<file path="src/rtl/fifo_ptr_gen.sv">
// fifo_ptr_gen
//   Per-side pointer generator for an asynchronous FIFO. One instance sits
//   in the write domain and one in the read domain. It advances a binary
//   pointer on accepted requests and publishes a registered Gray pointer for
//   the flag logic and the opposite domain. It also drives the RAM address
//   and synchronizes the remote Gray pointer into the local clock domain.
//
// Parameters
//   ADDR_WIDTH  : pointer width including the wrap bit (depth = 2^(ADDR_WIDTH-1))
//   SYNC_STAGES : synchronizer flops on the remote pointer (2..4)
//
// Ports
//   i_clk              : local clock, rising edge
//   i_rst              : synchronous active-high reset
//   i_req              : write request (write side) / read request (read side)
//   i_block            : full (write side) / empty (read side) from the flag stage
//   i_clr_err          : synchronous clear of o_err_sticky
//   i_remote_gray      : Gray pointer from the opposite domain (asynchronous)
//   o_ack              : request accepted this cycle (combinational)
//   o_ptr_bin          : registered binary pointer
//   o_ptr_gray         : registered Gray pointer
//   o_addr_mem         : RAM address (binary pointer without the wrap bit)
//   o_remote_gray_sync : i_remote_gray after SYNC_STAGES local flops
//   o_err_sticky       : set by any request attempted while blocked
module fifo_ptr_gen #(
    parameter int ADDR_WIDTH  = 8,
    parameter int SYNC_STAGES = 2
) (
    input  logic                  i_clk,
    input  logic                  i_rst,
    input  logic                  i_req,
    input  logic                  i_block,
    input  logic                  i_clr_err,
    input  logic [ADDR_WIDTH-1:0] i_remote_gray,
    output logic                  o_ack,
    output logic [ADDR_WIDTH-1:0] o_ptr_bin,
    output logic [ADDR_WIDTH-1:0] o_ptr_gray,
    output logic [ADDR_WIDTH-2:0] o_addr_mem,
    output logic [ADDR_WIDTH-1:0] o_remote_gray_sync,
    output logic                  o_err_sticky
);

    localparam logic [ADDR_WIDTH-1:0] ONE = ADDR_WIDTH'(1);

    logic [ADDR_WIDTH-1:0]                  r_ptr_bin;
    logic [ADDR_WIDTH-1:0]                  r_ptr_gray;
    logic                                   r_err;
    logic [SYNC_STAGES-1:0][ADDR_WIDTH-1:0] r_sync;

    logic [ADDR_WIDTH-1:0] w_bin_nxt;
    logic [ADDR_WIDTH-1:0] w_gray_nxt;

    assign o_ack = i_req & ~i_block & ~i_rst;

    // Gray is derived from the incremented binary value and registered, so
    // the published pointer is glitch-free and changes one bit per accept.
    assign w_bin_nxt  = r_ptr_bin + ONE;
    assign w_gray_nxt = w_bin_nxt ^ (w_bin_nxt >> 1);

    always_ff @(posedge i_clk) begin
        if (i_rst) begin
            r_ptr_bin  <= '0;
            r_ptr_gray <= '0;
        end else if (o_ack) begin
            r_ptr_bin  <= w_bin_nxt;
            r_ptr_gray <= w_gray_nxt;
        end
    end

    // Clear beats set, so a clear coinciding with a blocked request leaves 0.
    always_ff @(posedge i_clk) begin
        if (i_rst)
            r_err <= 1'b0;
        else if (i_clr_err)
            r_err <= 1'b0;
        else if (i_req && i_block)
            r_err <= 1'b1;
    end

    // Plain flop chain: no logic between stages so each bit resolves cleanly.
    always_ff @(posedge i_clk) begin
        if (i_rst) begin
            r_sync <= '0;
        end else begin
            r_sync[0] <= i_remote_gray;
            for (int i = 1; i < SYNC_STAGES; i++)
                r_sync[i] <= r_sync[i-1];
        end
    end

    assign o_ptr_bin          = r_ptr_bin;
    assign o_ptr_gray         = r_ptr_gray;
    assign o_addr_mem         = r_ptr_bin[ADDR_WIDTH-2:0];
    assign o_remote_gray_sync = r_sync[SYNC_STAGES-1];
    assign o_err_sticky       = r_err;

endmodule

</file>
<file path="config.mk">
export PLATFORM = sky130hd
export DESIGN_NAME = fifo_ptr_gen
export DESIGN_NICKNAME = d
export VERILOG_FILES = /design/src/rtl/fifo_ptr_gen.sv
export SDC_FILE = /design/constraint.sdc
export NUM_CORES = 1
export LEC_CHECK = 0
export ABC_CLOCK_PERIOD_IN_PS = 1900
export BUFFER_PORTS_ARGS = -buffer_cell sky130_fd_sc_hd__buf_2
export CAP_MARGIN = 5
export CELL_PAD_IN_SITES_DETAIL_PLACEMENT = 1
export CELL_PAD_IN_SITES_GLOBAL_PLACEMENT = 2
export CORE_UTILIZATION = 29
export DETAILED_ROUTE_END_ITERATION = 7
export GPL_TIMING_DRIVEN = 0
export HOLD_SLACK_MARGIN = 0.03
export PLACE_DENSITY_LB_ADDON = 0.1
export SYNTH_ARGS = -nofsm -noshare
export SYNTH_HDL_FRONTEND = slang
export SYNTH_SLANG_ARGS = --single-unit
</file>
<file path="constraint.sdc">
create_clock -name i_clk -period 1.9 [get_ports i_clk]
set_input_delay 0.19 -clock i_clk [delete_from_list [all_inputs] [get_ports i_clk]]
set_output_delay 0.19 -clock i_clk [all_outputs]
set_load 0.01 [all_outputs]
</file>
==> impl_metrics.ini, run 1 <==
[power_and_ir_drop]
power.clock.fraction_pct = 43.4
report.power.total_w = 0.00148
seqPwrFrac_pct = 47.9
ir_drop_uv = 320
powerDensity_nw_per_um2 = 781
power.switching_w = 0.000332
leakage_nw = 0.908
pwr-share-comb_pct = 8.7
p_int_w = 0.00115
p_sw_share_pct = 22.4

[setup_path]
crit_chain = ha_1 -> buf_2 -> nand3_1 -> a31o_1 -> a311oi_2
worstPathRequired_ps = 2100
r2r_start = o_ptr_bin[0]$_SDFFE_PP0P_
path_max_fanout = 10
start_kind = register
crit_buf_inv = 1
worstSetupStartpoint = o_ptr_bin[0]$_SDFFE_PP0P_
ff2ff_path_depth = 5
critPathKind = register to register
slowest_delay_ps = 480
reg2reg_to = o_ptr_gray[4]$_SDFFE_PP0P_
crit_cells = 5
slowest_stage = dfxtp_1
ff2ff_setup_slack_ps = 100
endpoint_kind = register
crit_family = flip-flops
cp_data_arrival_time_ps = 2000

[job]
maxCapViolations = 0

[global_route]
grt_pass1_vias = 1225
antenna_found_initial = 0
grt_pass1_wl_mm = 5.64
grt_max_degree = 11
grtUsageTotal_pct = 14.2
overflow = 0

[timing]
tightest_slew_ps = 534
fin_skew_ps = 4.53
maxSlewHeadroom_pct = 64.4
fin_tns_setup_ps = 0
final_hold_viol_count = 0
grt_setup_unrepaired = no
post-route-period-util_pct = 94.7
finalCriticalPeriod_ps = 1800
clock.fmax_mhz = 556
setup_viol = 0
slew_viol_final = 0

[hold_path]
hold_class = input pin to register
min-delay-start = i_clr_err
holdPathEnd = o_err_sticky$_SDFFE_PP0P_
whs_path_depth = 2

[status]
status = complete, no violations

[logic_synthesis]
ys_types = 37
synth_cells = 163
syn-num-nets = 177
syn_area_um2 = 1480
synth_area_per_cell_um2 = 9.10
ys_ff_latch = 32
yosys_warnings = 0
ys_seq_area_share_pct = 43.2

[clock_network]
cts.htree.levels = 2
post_cts_buffers = 0
clockBufferDepth = 2
cts.sink_count = 32
path_clk_slew_ps = 70
numCtsBuffers = 5
cts_hold_buf = 0
cts_tree = built
cts_root_buf = clkbuf_8
cts_resized = 0
clk_latency_ps = 280

[route]
drt_wl_total_mm = 3.58
first_pass_iters = 4
dr.first_iter.drc_count = 31
wl_per_cell_um = 12.6
dr_total_vias = 1254
via_per_inst = 4.43
drc = 0
antenna_left = 0

[layout]
mostFrequentLayoutCell = buf_2
antenna_cells = 0
nets = 229
fillCellCount = 617
synthToLayoutAreaGrowth_pct = 28.1
layout-drive-gt1-share_pct = 38.4
most-common-layout-cells = buf_2 (50), dfxtp_1 (32), nor2b_1 (18)

[floorplan]
core_um2 = 4820
die_h_um = 73.5
die_area_um2 = 5400
die_x_um = 73.5
core.rowCount = 25
start_util_pct = 30.8
io-pin-count = 46

[place]
dp_hpwl_mm = 2.67
io_buffers = 45
gp_congestion = 0.713
## worst max path at each step
| stage | to | slack, ps |
|---|---|---|
| 3_5_place_dp | o_ptr_gray[4]$_SDFFE_PP0P_ | 120 |
| 2_1_floorplan | o_ptr_gray[4]$_SDFFE_PP0P_ | 330 |
| 5_1_grt | o_ptr_gray[4]$_SDFFE_PP0P_ | 2 |
| 3_3_place_gp | o_ptr_gray[4]$_SDFFE_PP0P_ | 170 |
| 6_report | o_ptr_gray[4]$_SDFFE_PP0P_ | 100 |
| 4_1_cts | o_ptr_gray[4]$_SDFFE_PP0P_ | 100 |
## per-layer routing
layer / global-route usage, % / vias to the layer above / routed length [um]
met1: 16.7 / 596 / 1580
met4: 5.77 / 0 / 39
met5: 0 / - / 0
met3: 4.12 / 4 / 157
met2: 24.3 / 27 / 1800
li1: - / 627 / -
## layout make-up
class | count | area [um2] | area share, %
Buffer | 27 | 179 | 9.42
Clock buffer | 6 | 72.6 | 3.82
Inverter | 1 | 3.75 | 0.198
Multi-Input combinational cell | 103 | 659 | 34.7
Timing Repair Buffer | 45 | 225 | 11.9
Tap cell | 67 | 83.8 | 4.41
Clock inverter | 2 | 35.0 | 1.84
Sequential cell | 32 | 641 | 33.7
## metrics by stage
stage	std cells	area (um2)	utilization [%]	setup slack [ps]	hold WS (ps)
floorplan	163	1480	-	327	267
global placement	275	1790	37.2	166	353
detailed placement	275	1790	37.2	125	359
CTS	283	1900	39.4	104	52.3
global route	283	1900	39.4	2.23	53.2
finish	283	1900	39.4	100	62.5
## registers in the layout (all words and copies together), names as in the netlist
name                flops
o_ptr_bin               8
o_remote_gray_sync      8
r_sync                  8
o_err_sticky            1
o_ptr_gray              7
## cells by family after synthesis
logic type	Yosys count	share of synthesized area (%)
xor gates and xnor gates	12	7.09
and+or+nand+nor	67	25.4
AOI/OAI and AO/OA	22	10.5
adders and majority gates	1	0.844
buffers and inverters	28	12.3
muxes	1	0.675
DFF	32	43.2
## worst reg2reg max path, stage by stage (launching register included)
cell	delay (ps)
dfxtp_1	480
ha_1	350
buf_2	290
nand3_1	140
a31o_1	230
a311oi_2	230
## power by group through the flow
stage                     clock network, W  registers (W)  logic [W]
after global placement                   0       0.000725   0.000129
after global routing              0.000691       0.000714   0.000144
final                             0.000643       0.000711   0.000129
after detailed placement                 0       0.000726   0.000132
after CTS                         0.000665       0.000711   0.000133
after floorplan                          0       0.000729  0.0000761
## synth_stat cells, drive strengths merged
master | count | share of area, %
nor3 | 2 | 1.0
and3 | 1 | 0.42
ha | 1 | 0.84
nand3b | 3 | 2.4
or2b | 1 | 0.59
or2 | 1 | 0.42
a311oi | 2 | 2.0
and4b | 1 | 0.68
mux2i | 1 | 0.68
o21bai | 1 | 0.51
nor3b | 1 | 0.51
a31o | 2 | 1.2
and2 | 1 | 0.51
a311o | 1 | 0.68
buf | 23 | 11
dfxtp | 32 | 43
o32ai | 1 | 0.59
nor2b | 18 | 7.6
and4 | 1 | 0.59
nand4 | 4 | 1.7
xor2 | 5 | 3.0
a21oi | 9 | 3.0
nand2b | 1 | 0.42
a31oi | 1 | 0.42
nand3 | 4 | 1.4
inv | 1 | 0.25
clkbuf | 4 | 1.0
nand2 | 15 | 4.0
xnor2 | 7 | 4.1
nor2 | 13 | 3.3
o21ai | 3 | 1.0
a211oi | 2 | 1.0
Power figures use the tool's default switching activity.
==> run 2, diff against run 1 <==
- RECOVER_POWER: unset -> 100
==> run 2 against run 1 <==
  * Utilization fell by 0.96 points
  * Combinational power fell by 5%
  * Register-to-register slack barely moved
  * Clock power barely moved
  * Hold slack barely moved
  * Critical path depth did not move
  * Fmax barely moved
  * Clock skew barely moved
==> impl_metrics.ini, run 2 (synthesis results as in run 1) <==
[clock_network]
clk_latency_ps = 280
clockBufferDepth = 2
post_cts_buffers = 0
cts.sink_count = 32
cts_root_buf = clkbuf_8
cts_hold_buf = 0
cts.htree.levels = 2
numCtsBuffers = 5
cts_tree = built
path_clk_slew_ps = 70
cts_resized = 0

[power_and_ir_drop]
p_int_w = 0.00114
pwr-share-comb_pct = 8.3
power.clock.fraction_pct = 43.6
power.switching_w = 0.000333
seqPwrFrac_pct = 48.1
report.power.total_w = 0.00148
p_sw_share_pct = 22.5
leakage_nw = 0.774
ir_drop_uv = 320
powerDensity_nw_per_um2 = 797

[floorplan]
die_h_um = 73.5
die_x_um = 73.5
io-pin-count = 46
core_um2 = 4820
die_area_um2 = 5400
start_util_pct = 30.8
core.rowCount = 25

[timing]
final_hold_viol_count = 0
maxSlewHeadroom_pct = 63.8
fin_skew_ps = 4.59
fin_tns_setup_ps = 0
clock.fmax_mhz = 555
slew_viol_final = 0
grt_setup_unrepaired = no
finalCriticalPeriod_ps = 1800
setup_ws_ps = 99.4
setup_viol = 0
tightest_slew_ps = 544
post-route-period-util_pct = 94.8

[global_route]
grt_pass1_vias = 1225
grtUsageTotal_pct = 14.2
overflow = 0
antenna_found_initial = 0
grt_use_met1_pct = 16.7
grt_util_met3_pct = 4.12
grt.met2_usage_pct = 24.3
top_usage_layer = met2
grt_max_degree = 11
grt_pass1_wl_mm = 5.64

[setup_path]
cp_data_arrival_time_ps = 2000
critPathKind = register to register
worstPathRequired_ps = 2100
endpoint_kind = register
path_max_fanout = 10
start_kind = register

[layout]
most-common-layout-cells = clkbuf_1 (37), dfxtp_1 (32), nor2b_1 (18), buf_2 (18), nand2_1 (14)
layout-drive-gt1-share_pct = 23.1
regArea_um2 = 641
postLayoutCoreUtil_pct = 38.5
mostFrequentLayoutCell = clkbuf_1
nets = 229
multiInputGateArea_um2 = 653
synthToLayoutAreaGrowth_pct = 25.0
fillCellCount = 624
antenna_cells = 0

[route]
drc = 0
drt_wl_total_mm = 3.59
first_pass_iters = 4
via_per_inst = 4.43
dr.first_iter.drc_count = 27
dr_total_vias = 1253
antenna_left = 0
wl_per_cell_um = 12.7

[hold_path]
hold_class = input pin to register

[status]
status = complete, no violations

[job]
maxCapViolations = 0

[place]
gp_congestion = 0.713
io_buffers = 45
place_worst_setup_slack_ps = 125
dp_hpwl_mm = 2.67
-- run 2: changes by cell type in the layout (fill, tap and decap cells not counted), sizes merged --
cell	before	now
buf	68	30
clkbuf	10	48
-- run 2: power groups by stage --
stage / logic, W / registers [W] / clock network (W)
detailed placement: 0.000132 / 0.000726 / 0
CTS: 0.000133 / 0.000711 / 0.000665
floorplan: 0.0000761 / 0.000729 / 0
global route: 0.000137 / 0.000714 / 0.000691
global placement: 0.000129 / 0.000725 / 0
finish: 0.000122 / 0.000711 / 0.000644
-- run 2: critical path, cell delays in order (launching register included) --
cell and delay (ps):
dfxtp_1 480, ha_1 350, buf_2 280, nand3_1 130, a31o_1 230, a311oi_2 230
-- run 2: area by class of cell --
cell class                 instances  area share [%]
inverter                           1           0.203
sequential                        32            34.6
multi-input combinational        103            35.2
timing repair buffer              45            10.3
clock buffer                       6            3.92
clock inverter                     2            1.89
buffer                            27            9.39
tap                               67            4.52
-- run 2: layer usage --
layer / vias to the layer above / share of wire [%]
met1: 595 / 44
li1: 627 / -
met3: 4 / 4.4
met5: - / 0
met2: 27 / 50
met4: 0 / 1.1
-- run 2: worst paths after layout --
check | startpoint | to | cells after the start | slack, ps
max | o_ptr_bin[0]$_SDFFE_PP0P_ | o_ptr_gray[4]$_SDFFE_PP0P_ | 5 | 100
min | i_clr_err | o_err_sticky$_SDFFE_PP0P_ | 2 | 60
max reg2reg | o_ptr_bin[0]$_SDFFE_PP0P_ | o_ptr_gray[4]$_SDFFE_PP0P_ | 5 | 100
min reg2reg | r_sync[2]$_SDFF_PP0_ | o_remote_gray_sync[2]$_SDFF_PP0_ | 1 | 440
-- run 2: per-stage QoR --
stage / area, um2 / hold WS (ps) / std cells
after floorplan: 1480 / 267 / 163
after global placement: 1790 / 353 / 275
after detailed placement: 1790 / 359 / 275
after CTS: 1900 / 52.3 / 283
after global routing: 1850 / 53.2 / 283
final: 1850 / 62.4 / 283
==> run 3, diff against run 2 <==
- SETUP_SLACK_MARGIN: unset -> 0.1
==> run 3 against run 2 <==
  * Design area grew 0.20%
  * Largest cell class unchanged
  * Global-route usage unchanged
  * Sequential share of layout area decreased by 0.070 points
  * Cell count is the same
  * Fmax rose by 4.2%
  * Critical path depth is the same
  * Clock skew about the same
  * Critical path type unchanged
  * Flip-flop and latch count stayed put
  * Register-to-register slack better by 70 ps
==> impl_metrics.ini, run 3 (synthesis results as in run 1) <==
[power_and_ir_drop]
p_int_w = 0.00114
pwr-share-comb_pct = 8.3
power.switching_w = 0.000331
powerDensity_nw_per_um2 = 795
p_sw_share_pct = 22.4
report.power.total_w = 0.00148
leakage_nw = 0.779
seqPwrFrac_pct = 48.2
power.clock.fraction_pct = 43.5
ir_drop_uv = 320

[setup_path]
ff2ff_path_depth = 5
crit_family = flip-flops
slowest_stage = dfxtp_1
ff2ff_setup_slack_ps = 170
cp_data_arrival_time_ps = 1920
crit_chain = ha_2 -> buf_2 -> nand3_1 -> a31o_1 -> a311oi_2
path_max_fanout = 10
endpoint_kind = register
crit_buf_inv = 1
crit_cells = 5
start_kind = register
critPathKind = register to register
slowest_delay_ps = 490
worstPathRequired_ps = 2100

[route]
dr.first_iter.drc_count = 36
wl_per_cell_um = 12.6
drt_wl_total_mm = 3.58
antenna_left = 0
dr_total_vias = 1255
drc = 0
first_pass_iters = 4
via_per_inst = 4.43

[hold_path]
whs_path_depth = 2
hold_class = input pin to register

[clock_network]
cts.sink_count = 32
cts_root_buf = clkbuf_8
numCtsBuffers = 5
clk_latency_ps = 280
path_clk_slew_ps = 70
clockBufferDepth = 2
cts_tree = built
post_cts_buffers = 0
cts_hold_buf = 0
cts.htree.levels = 2

[place]
dp.cells = 275
io_buffers = 45
gp_congestion = 0.713
dp_hpwl_mm = 2.67

[timing]
final_hold_viol_count = 0
finalCriticalPeriod_ps = 1730
setup_viol = 0
maxSlewHeadroom_pct = 64.3
grt_setup_unrepaired = no
hold-worst-slack_ps = 62.6
fin_tns_setup_ps = 0
clock.fmax_mhz = 579
fin_skew_ps = 4.35
tightest_slew_ps = 536
post-route-period-util_pct = 90.9
slew_viol_final = 0

[global_route]
overflow = 0
grtUsageTotal_pct = 14.2
grt_max_degree = 11
grt_pass1_vias = 1225
grt_pass1_wl_mm = 5.64
antenna_found_initial = 0

[layout]
fin_cells = 283
regArea_um2 = 641
nets = 229
mostFrequentLayoutCell = clkbuf_1
most-common-layout-cells = clkbuf_1 (35), dfxtp_1 (32), buf_2 (20)
synthToLayoutAreaGrowth_pct = 25.2
multiInputGateArea_um2 = 654
layout-drive-gt1-share_pct = 24.1
fillCellCount = 623
postLayoutCoreUtil_pct = 38.5
antenna_cells = 0

[floorplan]
die_x_um = 73.5
start_util_pct = 30.8
io-pin-count = 46
core.rowCount = 25
die_area_um2 = 5400
die_h_um = 73.5
core_um2 = 4820

[status]
status = complete, no violations

[job]
maxCapViolations = 0
-- run 3: repair_timing --
item / 4_1_cts / 5_1_grt
endpoints found under the setup margin: 0 / 3
hold endpoints to repair: 0 / 0
resized for setup: 0 / 2
-- run 3: final cells by class --
type	instances	area share, %
clock inverter	2	1.89
sequential	32	34.5
inverter	1	0.202
buffer	27	9.50
multi-input combinational	103	35.2
tap	67	4.51
timing repair buffer	45	10.2
clock buffer	6	3.91
-- run 3: routing by layer --
layer	up-vias	GRT usage [%]	wire, um
li1	627	-	-
met1	595	16.7	1590
met2	29	24.3	1790
met3	4	4.12	159
met4	0	5.77	39
met5	-	0	0
-- run 3: power by group through the flow --
stage / logic (W) / registers [W] / clock network, W
5_1_grt: 0.000137 / 0.000714 / 0.000691
2_1_floorplan: 0.0000761 / 0.000729 / 0
3_3_place_gp: 0.000129 / 0.000725 / 0
6_report: 0.000123 / 0.000711 / 0.000642
4_1_cts: 0.000133 / 0.000711 / 0.000665
3_5_place_dp: 0.000132 / 0.000726 / 0
-- run 3: final timing paths --
| path | from | to |
|---|---|---|
| max reg2reg | o_ptr_bin[0]$_SDFFE_PP0P_ | o_ptr_gray[4]$_SDFFE_PP0P_ |
| min reg2reg | r_sync[2]$_SDFF_PP0_ | o_remote_gray_sync[2]$_SDFF_PP0_ |
| min | i_clr_err | o_err_sticky$_SDFFE_PP0P_ |
| max | o_ptr_bin[0]$_SDFFE_PP0P_ | o_ptr_gray[4]$_SDFFE_PP0P_ |
-- run 3: through the flow --
stage | area [um2] | setup slack, ps
6_report | 1860 | 172
5_1_grt | 1860 | 59.5
4_1_cts | 1900 | 104
3_5_place_dp | 1790 | 125
3_3_place_gp | 1790 | 166
2_1_floorplan | 1480 | 327
